===== src/rtl/skew_sequencer_if.sv =====
// Interface for skew_sequencer: upstream vector handshake plus the skew-chain drive bus.
//
// Handshake: a vector is transferred on a rising clk edge where in_valid and
// in_ready are both high. in_valid may rise or fall at any time. in_ready is a
// function of the sequencer state only, never of in_valid. skew_en is a
// qualifier, not a handshake: the chain advances on every edge where it is high.
interface skew_sequencer_if #(
    parameter int DATA_WIDTH = 16,
    parameter int N          = 4
);
    logic                    in_valid;
    logic                    in_ready;
    logic [N*DATA_WIDTH-1:0] in_data;
    logic                    skew_en;
    logic [N*DATA_WIDTH-1:0] skew_din;
    logic [N-1:0]            lane_valid;

    // Upstream source / observer of the skew drive.
    modport master (
        output in_valid, in_data,
        input  in_ready, skew_en, skew_din, lane_valid
    );

    // Sequencer side.
    modport slave (
        input  in_valid, in_data,
        output in_ready, skew_en, skew_din, lane_valid
    );
endinterface


===== src/rtl/skew_sequencer.sv =====
// skew_sequencer: feeds a frame of N-lane vectors into an N-deep skew chain,
// then flushes the chain with N-1 zero beats and pulses done.
// Optional macro SKEW_SEQ_STALL_CNT_EN adds a 16-bit stall_cnt output that
// counts FEED cycles without a valid upstream vector.
module skew_sequencer #(
    parameter int DATA_WIDTH = 16,
    parameter int N          = 4,
    parameter int LEN_W      = 8
) (
    input  logic             clk,
    input  logic             rst_n,
    input  logic             start,
    input  logic [LEN_W-1:0] frame_len,
    input  logic             abort,
    skew_sequencer_if.slave  bus,
    output logic             busy,
    output logic             done
`ifdef SKEW_SEQ_STALL_CNT_EN
    ,
    output logic [15:0]      stall_cnt
`endif
);
    typedef enum logic [1:0] {IDLE, FEED, DRAIN, DONE} state_t;

    // Tag register has N-1 entries; keep one dummy bit when N == 1.
    localparam int TW  = (N > 1) ? N - 1 : 1;
    // Drain counter runs 0 .. N-2.
    localparam int DCW = (N > 2) ? $clog2(N - 1) : 1;
    localparam logic [DCW-1:0] DRAIN_LAST = DCW'((N > 1) ? N - 2 : 0);

    state_t           state;
    state_t           state_next;
    logic [LEN_W-1:0] len_q;
    logic [LEN_W-1:0] beat_cnt;
    logic [DCW-1:0]   drain_cnt;
    logic [TW-1:0]    tag;
    logic             is_feed;
    logic             abort_take;

    assign abort_take = abort && (state == FEED || state == DRAIN);

    // Next-state decode and all combinational outputs.
    always_comb begin
        state_next   = state;
        is_feed      = 1'b0;
        bus.in_ready = 1'b0;
        bus.skew_en  = 1'b0;
        bus.skew_din = '0;
        busy         = (state != IDLE);
        done         = 1'b0;
        case (state)
            IDLE: begin
                if (start) begin
                    state_next = (frame_len != '0) ? FEED : DONE;
                end
            end
            FEED: begin
                is_feed      = 1'b1;
                bus.in_ready = 1'b1;
                bus.skew_din = bus.in_data;
                bus.skew_en  = bus.in_valid;
                // beat_cnt holds beats already taken, so the last one arrives at len_q-1
                if (bus.in_valid && beat_cnt == len_q - LEN_W'(1)) begin
                    state_next = (N == 1) ? DONE : DRAIN;
                end
            end
            DRAIN: begin
                bus.skew_en = 1'b1;
                if (drain_cnt == DRAIN_LAST) begin
                    state_next = DONE;
                end
            end
            DONE: begin
                done       = 1'b1;
                state_next = IDLE;
            end
            default: state_next = IDLE;
        endcase
        // Cancel takes priority over a last beat or the final drain beat.
        if (abort_take) begin
            state_next = IDLE;
        end
    end

    // State register.
    always_ff @(posedge clk or negedge rst_n) begin
        if (!rst_n) begin
            state <= IDLE;
        end else begin
            state <= state_next;
        end
    end

    // Frame length latch, beat counter and drain counter.
    always_ff @(posedge clk or negedge rst_n) begin
        if (!rst_n) begin
            len_q     <= '0;
            beat_cnt  <= '0;
            drain_cnt <= '0;
        end else if (abort_take) begin
            beat_cnt  <= '0;
            drain_cnt <= '0;
        end else begin
            case (state)
                IDLE: begin
                    if (start && frame_len != '0) begin
                        len_q     <= frame_len;
                        beat_cnt  <= '0;
                        drain_cnt <= '0;
                    end
                end
                FEED:    if (bus.in_valid) beat_cnt <= beat_cnt + LEN_W'(1);
                DRAIN:   drain_cnt <= drain_cnt + DCW'(1);
                default: ;
            endcase
        end
    end

    // Tag shift register: marks which chain stages hold a real vector element.
    always_ff @(posedge clk or negedge rst_n) begin
        if (!rst_n) begin
            tag <= '0;
        end else if (abort_take) begin
            tag <= '0;
        end else if (bus.skew_en) begin
            tag[0] <= is_feed;
            for (int k = 1; k < TW; k++) begin
                tag[k] <= tag[k-1];
            end
        end
    end

    // Lane y is live when the element entered y advances ago was a real beat.
    always_comb begin
        bus.lane_valid    = '0;
        bus.lane_valid[0] = bus.skew_en & is_feed;
        for (int y = 1; y < N; y++) begin
            bus.lane_valid[y] = bus.skew_en & tag[y-1];
        end
    end

`ifdef SKEW_SEQ_STALL_CNT_EN
    // Saturating count of FEED cycles with no upstream vector.
    always_ff @(posedge clk or negedge rst_n) begin
        if (!rst_n) begin
            stall_cnt <= '0;
        end else if (state == IDLE && start) begin
            stall_cnt <= '0;
        end else if (state == FEED && !bus.in_valid && stall_cnt != 16'hFFFF) begin
            stall_cnt <= stall_cnt + 16'd1;
        end
    end
`endif
endmodule


===== src/flat_wrapper.sv =====
// flat-port wrapper written by rule: the top's interface ports become plain ports
module skew_sequencer_flat 
#(
    parameter int DATA_WIDTH = 16,
    parameter int N          = 4,
    parameter int LEN_W      = 8
)
  (clk, rst_n, start, frame_len, abort, busy, done, bus_in_valid, bus_in_data, bus_in_ready, bus_skew_en, bus_skew_din, bus_lane_valid);
  skew_sequencer_if #(.DATA_WIDTH(DATA_WIDTH), .N(N)) bus_i ();
  input  logic clk;
  input  logic rst_n;
  input  logic start;
  input  logic [LEN_W-1:0] frame_len;
  input  logic abort;
  output logic busy;
  output logic done;
  input wire logic [$bits(bus_i.in_valid)-1:0] bus_in_valid;
  input wire logic [$bits(bus_i.in_data)-1:0] bus_in_data;
  output wire logic [$bits(bus_i.in_ready)-1:0] bus_in_ready;
  output wire logic [$bits(bus_i.skew_en)-1:0] bus_skew_en;
  output wire logic [$bits(bus_i.skew_din)-1:0] bus_skew_din;
  output wire logic [$bits(bus_i.lane_valid)-1:0] bus_lane_valid;
  assign bus_i.in_valid = bus_in_valid;
  assign bus_i.in_data = bus_in_data;
  assign bus_in_ready = bus_i.in_ready;
  assign bus_skew_en = bus_i.skew_en;
  assign bus_skew_din = bus_i.skew_din;
  assign bus_lane_valid = bus_i.lane_valid;
  skew_sequencer #(.DATA_WIDTH(DATA_WIDTH), .N(N), .LEN_W(LEN_W)) u_core (.clk(clk), .rst_n(rst_n), .start(start), .frame_len(frame_len), .abort(abort), .bus(bus_i), .busy(busy), .done(done));
endmodule

===== config.mk =====
export PLATFORM = sky130hd
export DESIGN_NAME = skew_sequencer_flat
export DESIGN_NICKNAME = d
export VERILOG_FILES = /design/src/rtl/skew_sequencer_if.sv /design/src/rtl/skew_sequencer.sv /design/src/flat_wrapper.sv
export SDC_FILE = /design/constraint.sdc
export NUM_CORES = 1
export LEC_CHECK = 0
export CORE_MARGIN = 5
export CORE_UTILIZATION = 68
export DETAILED_ROUTE_END_ITERATION = 16
export DONT_BUFFER_PORTS = 1
export GPL_ROUTABILITY_DRIVEN = 0
export GPL_TIMING_DRIVEN = 1
export PLACE_DENSITY = 0.87
export SYNTH_ARGS = -nofsm -noshare
export SYNTH_HDL_FRONTEND = slang
export SYNTH_SLANG_ARGS = --single-unit

===== constraint.sdc =====
create_clock -name clk -period 6.3 [get_ports clk]
set_clock_uncertainty 0.2 [all_clocks]
set_input_delay 0.315 -clock clk [delete_from_list [all_inputs] [get_ports clk]]
set_output_delay 0.315 -clock clk [all_outputs]
set_load 0.005 [all_outputs]

==> impl_results.md <==
- EDFF count, synth: 0
- Post-route design area: 0.002044 sq mm
- Pint: 429.2 uW
- Initial core utilization: 70.30%
- Grt ovf: 0
- Num CTS Buffers: 3
- Max-cap violations: 0
- Gate power share: 60.6%
- Data arrival, critical path: 2.28 ns
- Area contributors post-synth: dfrtp_1 30%, and2_1 22%, xnor2_1 5.9%, ha_1 5.2%, mux2_2 4.7%
- CTS tree: built
- Die Wd: 63.16 um
- First-pass GRT wire length: 8.873 mm
- Max VDD drop: 0.4345 mV
- Most common cell after layout, fill and taps aside: and2_1
- Post-cts resize count: 0
- H-tree depth: 1
- P_sw: 410.7 uW
- Period utilization: 44.32%
- Most frequent cells in the layout: 69 x and2_1, 23 x dfrtp_1, 13 x xnor2_1, 12 x inv_1
- DRT iter0 DRCs: 63
- Row count: 19
- Sequential-to-total area share from yosys stat: 29.95%
- CORE AREA: 0.002734 sq mm
- Least-Margin Pin Slew: 1.051 ns
- Final setup TNS: 0 ns
- Clk buf depth: 2
- Hold buffer count at CTS: 10
- Critical path endpoint category: primary output
- Share of total power in the clock network: 8.6%
- Peak Freq: 0.3581 GHz
- Clk_lat worst skew: 0.33 ns
- Clock Sinks: 23
- P&R area growth vs syn: 6.380%
- Synth area leader: dfrtp_1
- Die Height: 63.16 um
- Via count: 1659
- Static Leak: 0.8369 nW
- Share of layout cells above drive strength 1: 6.926%
- Mean post-synth cell area: 8.466 sq um
- Vias in the first global route: 1775
- # diodes: 0
- Synth top area share: 29.95%
- DIE AREA: 0.003989 sq mm
- Rel. slew slack: 29.73%
- Worst Hold Class: primary input to flop
- Pre-antenna DRT Iters: 4
- Post-synth top flop: dfrtp_1
- Detailed placement HPWL: 4.610 mm
- Synth async-reset ratio: 100.0%
- Initial antenna violation count: 0
- Fin crit period: 2.792 ns
- Ports: 149
- Total GRT Usage: 27.50%
- Switching portion of total power: 48.90%
- Worst path required time: 5.78 ns
- # nets final: 317
- Category of the most critical setup path: flop to primary output
- CP Max Fanout: 9
- Final setup vio count: 0
- RSZ-0062 raised after global routing: false
- Max-slew violations: 0
- Hold Violations, Final: 0
- Drt wl/cell: 21.73 um
- Cell Pwr Density: 410.8 mW/mm^2
- CP startpoint kind: flop
- Synthesized area: 0.001922 sq mm
- Routed Antenna Nets: 0
- CTS root buf: clkbuf_4
- Synth Net Count: 312
- Register clock-pin slew on the reported worst setup and hold paths: 0.13 ns
- Fillers: 194
- Post-CTS setup buffers: 0
- Largest net degree at the start of global routing: 67
- # DRC: 0
- Detailed Route WL: 5.692 mm
- Synth Register Bits: 23
- Sequential share of power: 30.8%
- Post-synthesis cell type count: 42
- Cell Area, Placed: 0.001918 sq mm
- Vias per cell: 6.332
- Yosys Warn Count: 0
- Run status: complete, no violations
- # port buffers: 0
- Syn Inst Count: 227
## final timing paths
check / startpoint / end / slack (ns) / cells past startpoint
worst max register to register: u_core.state[1]$_DFFE_PN0P_ / u_core.state[0]$_DFFE_PN0P_ / 3.83 / 7
max in group asynchronous: rst_n / u_core.len_q[1]$_DFFE_PN0P_ / 4.86 / 1
min in group asynchronous: rst_n / u_core.beat_cnt[2]$_DFFE_PN0P_ / 0.41 / 1
worst min register to register: u_core.len_q[7]$_DFFE_PN0P_ / u_core.len_q[7]$_DFFE_PN0P_ / 0.35 / 1
worst max-delay path: u_core.state[1]$_DFFE_PN0P_ / bus_lane_valid[2] / 3.51 / 5
worst min-delay path: abort / u_core.beat_cnt[1]$_DFFE_PN0P_ / 0.07 / 2
## area by class of cell
cell class                      count  area (sq um)  share of cell area [%]
Tap cell                           31         38.79                   1.897
Inverter                           12         45.04                   2.203
Sequential cell                    23         575.6                   28.15
Clock buffer                        4         26.28                   1.285
Multi-Input combinational cell    181          1251                   61.20
Timing Repair Buffer               11         107.6                   5.263
## registers in the layout, indices dropped and copies added (netlist names)
signal / flops
u_core.tag: 3
u_core.beat_cnt: 8
u_core.drain_cnt: 2
u_core.len_q: 8
u_core.state: 2
## cell usage after synthesis, drive strengths merged, types with 3 or more instances
| master | number |
|---|---|
| a211oi | 3 |
| a21oi | 8 |
| and2 | 70 |
| clkbuf | 9 |
| dfrtp | 23 |
| ha | 8 |
| inv | 12 |
| mux2 | 8 |
| mux2i | 5 |
| nand2 | 10 |
| nand3 | 5 |
| nor2 | 8 |
| nor3 | 6 |
| o21ai | 8 |
| o22ai | 3 |
| xnor2 | 13 |
## power groups by stage
| stage | combinational (mW) | clock [mW] | sequential [mW] |
|---|---|---|---|
| 2_1_floorplan | 0.414 | 0 | 0.242 |
| 3_3_place_gp | 0.472 | 0 | 0.254 |
| 3_5_place_dp | 0.496 | 0 | 0.259 |
| 4_1_cts | 0.506 | 0.0713 | 0.256 |
| 5_1_grt | 0.572 | 0.0800 | 0.266 |
| 6_report | 0.509 | 0.0724 | 0.258 |
## through the flow
step / utilization, % / power (mW) / setup slack (ns) / cells / hold slack (ns)
floorplan: - / 0.6562 / 4.122 / 227 / -0.1806
global placement: 70.16 / 0.7255 / 4.013 / 248 / -0.1798
detailed placement: 70.16 / 0.7553 / 3.894 / 248 / -0.1799
CTS: 74.78 / 0.8329 / 3.535 / 262 / 0.07578
global route: 74.78 / 0.9179 / 3.350 / 262 / 0.09319
finish: 74.78 / 0.8399 / 3.508 / 262 / 0.06779
## routing by layer
layer | track usage (%) | share of wire, % | vias up
li1 | - | - | 770
met1 | 28.60 | 34 | 758
met4 | 8.753 | 2.7 | 0
met2 | 48.59 | 50 | 110
met3 | 12.61 | 13 | 21
met5 | 0 | 0 | -
## logic make-up after synthesis
kind of cell,count (synthesis),share of synthesized area (%)
compound gates,32,10.81
xor+xnor,15,6.836
fa+ha+maj,8,5.209
buf+inv,23,4.947
flops,23,29.95
mux,13,7.292
simple gates,113,34.96
## worst max-delay path, cell delays in order, from the launching register on
cell      delay [ns]
dfrtp_1         0.43
inv_1           0.14
ha_1            0.38
nand2_1         0.13
a21boi_1        0.62
and2_1          0.25
Note: power is estimated with default switching activity, not from simulation.
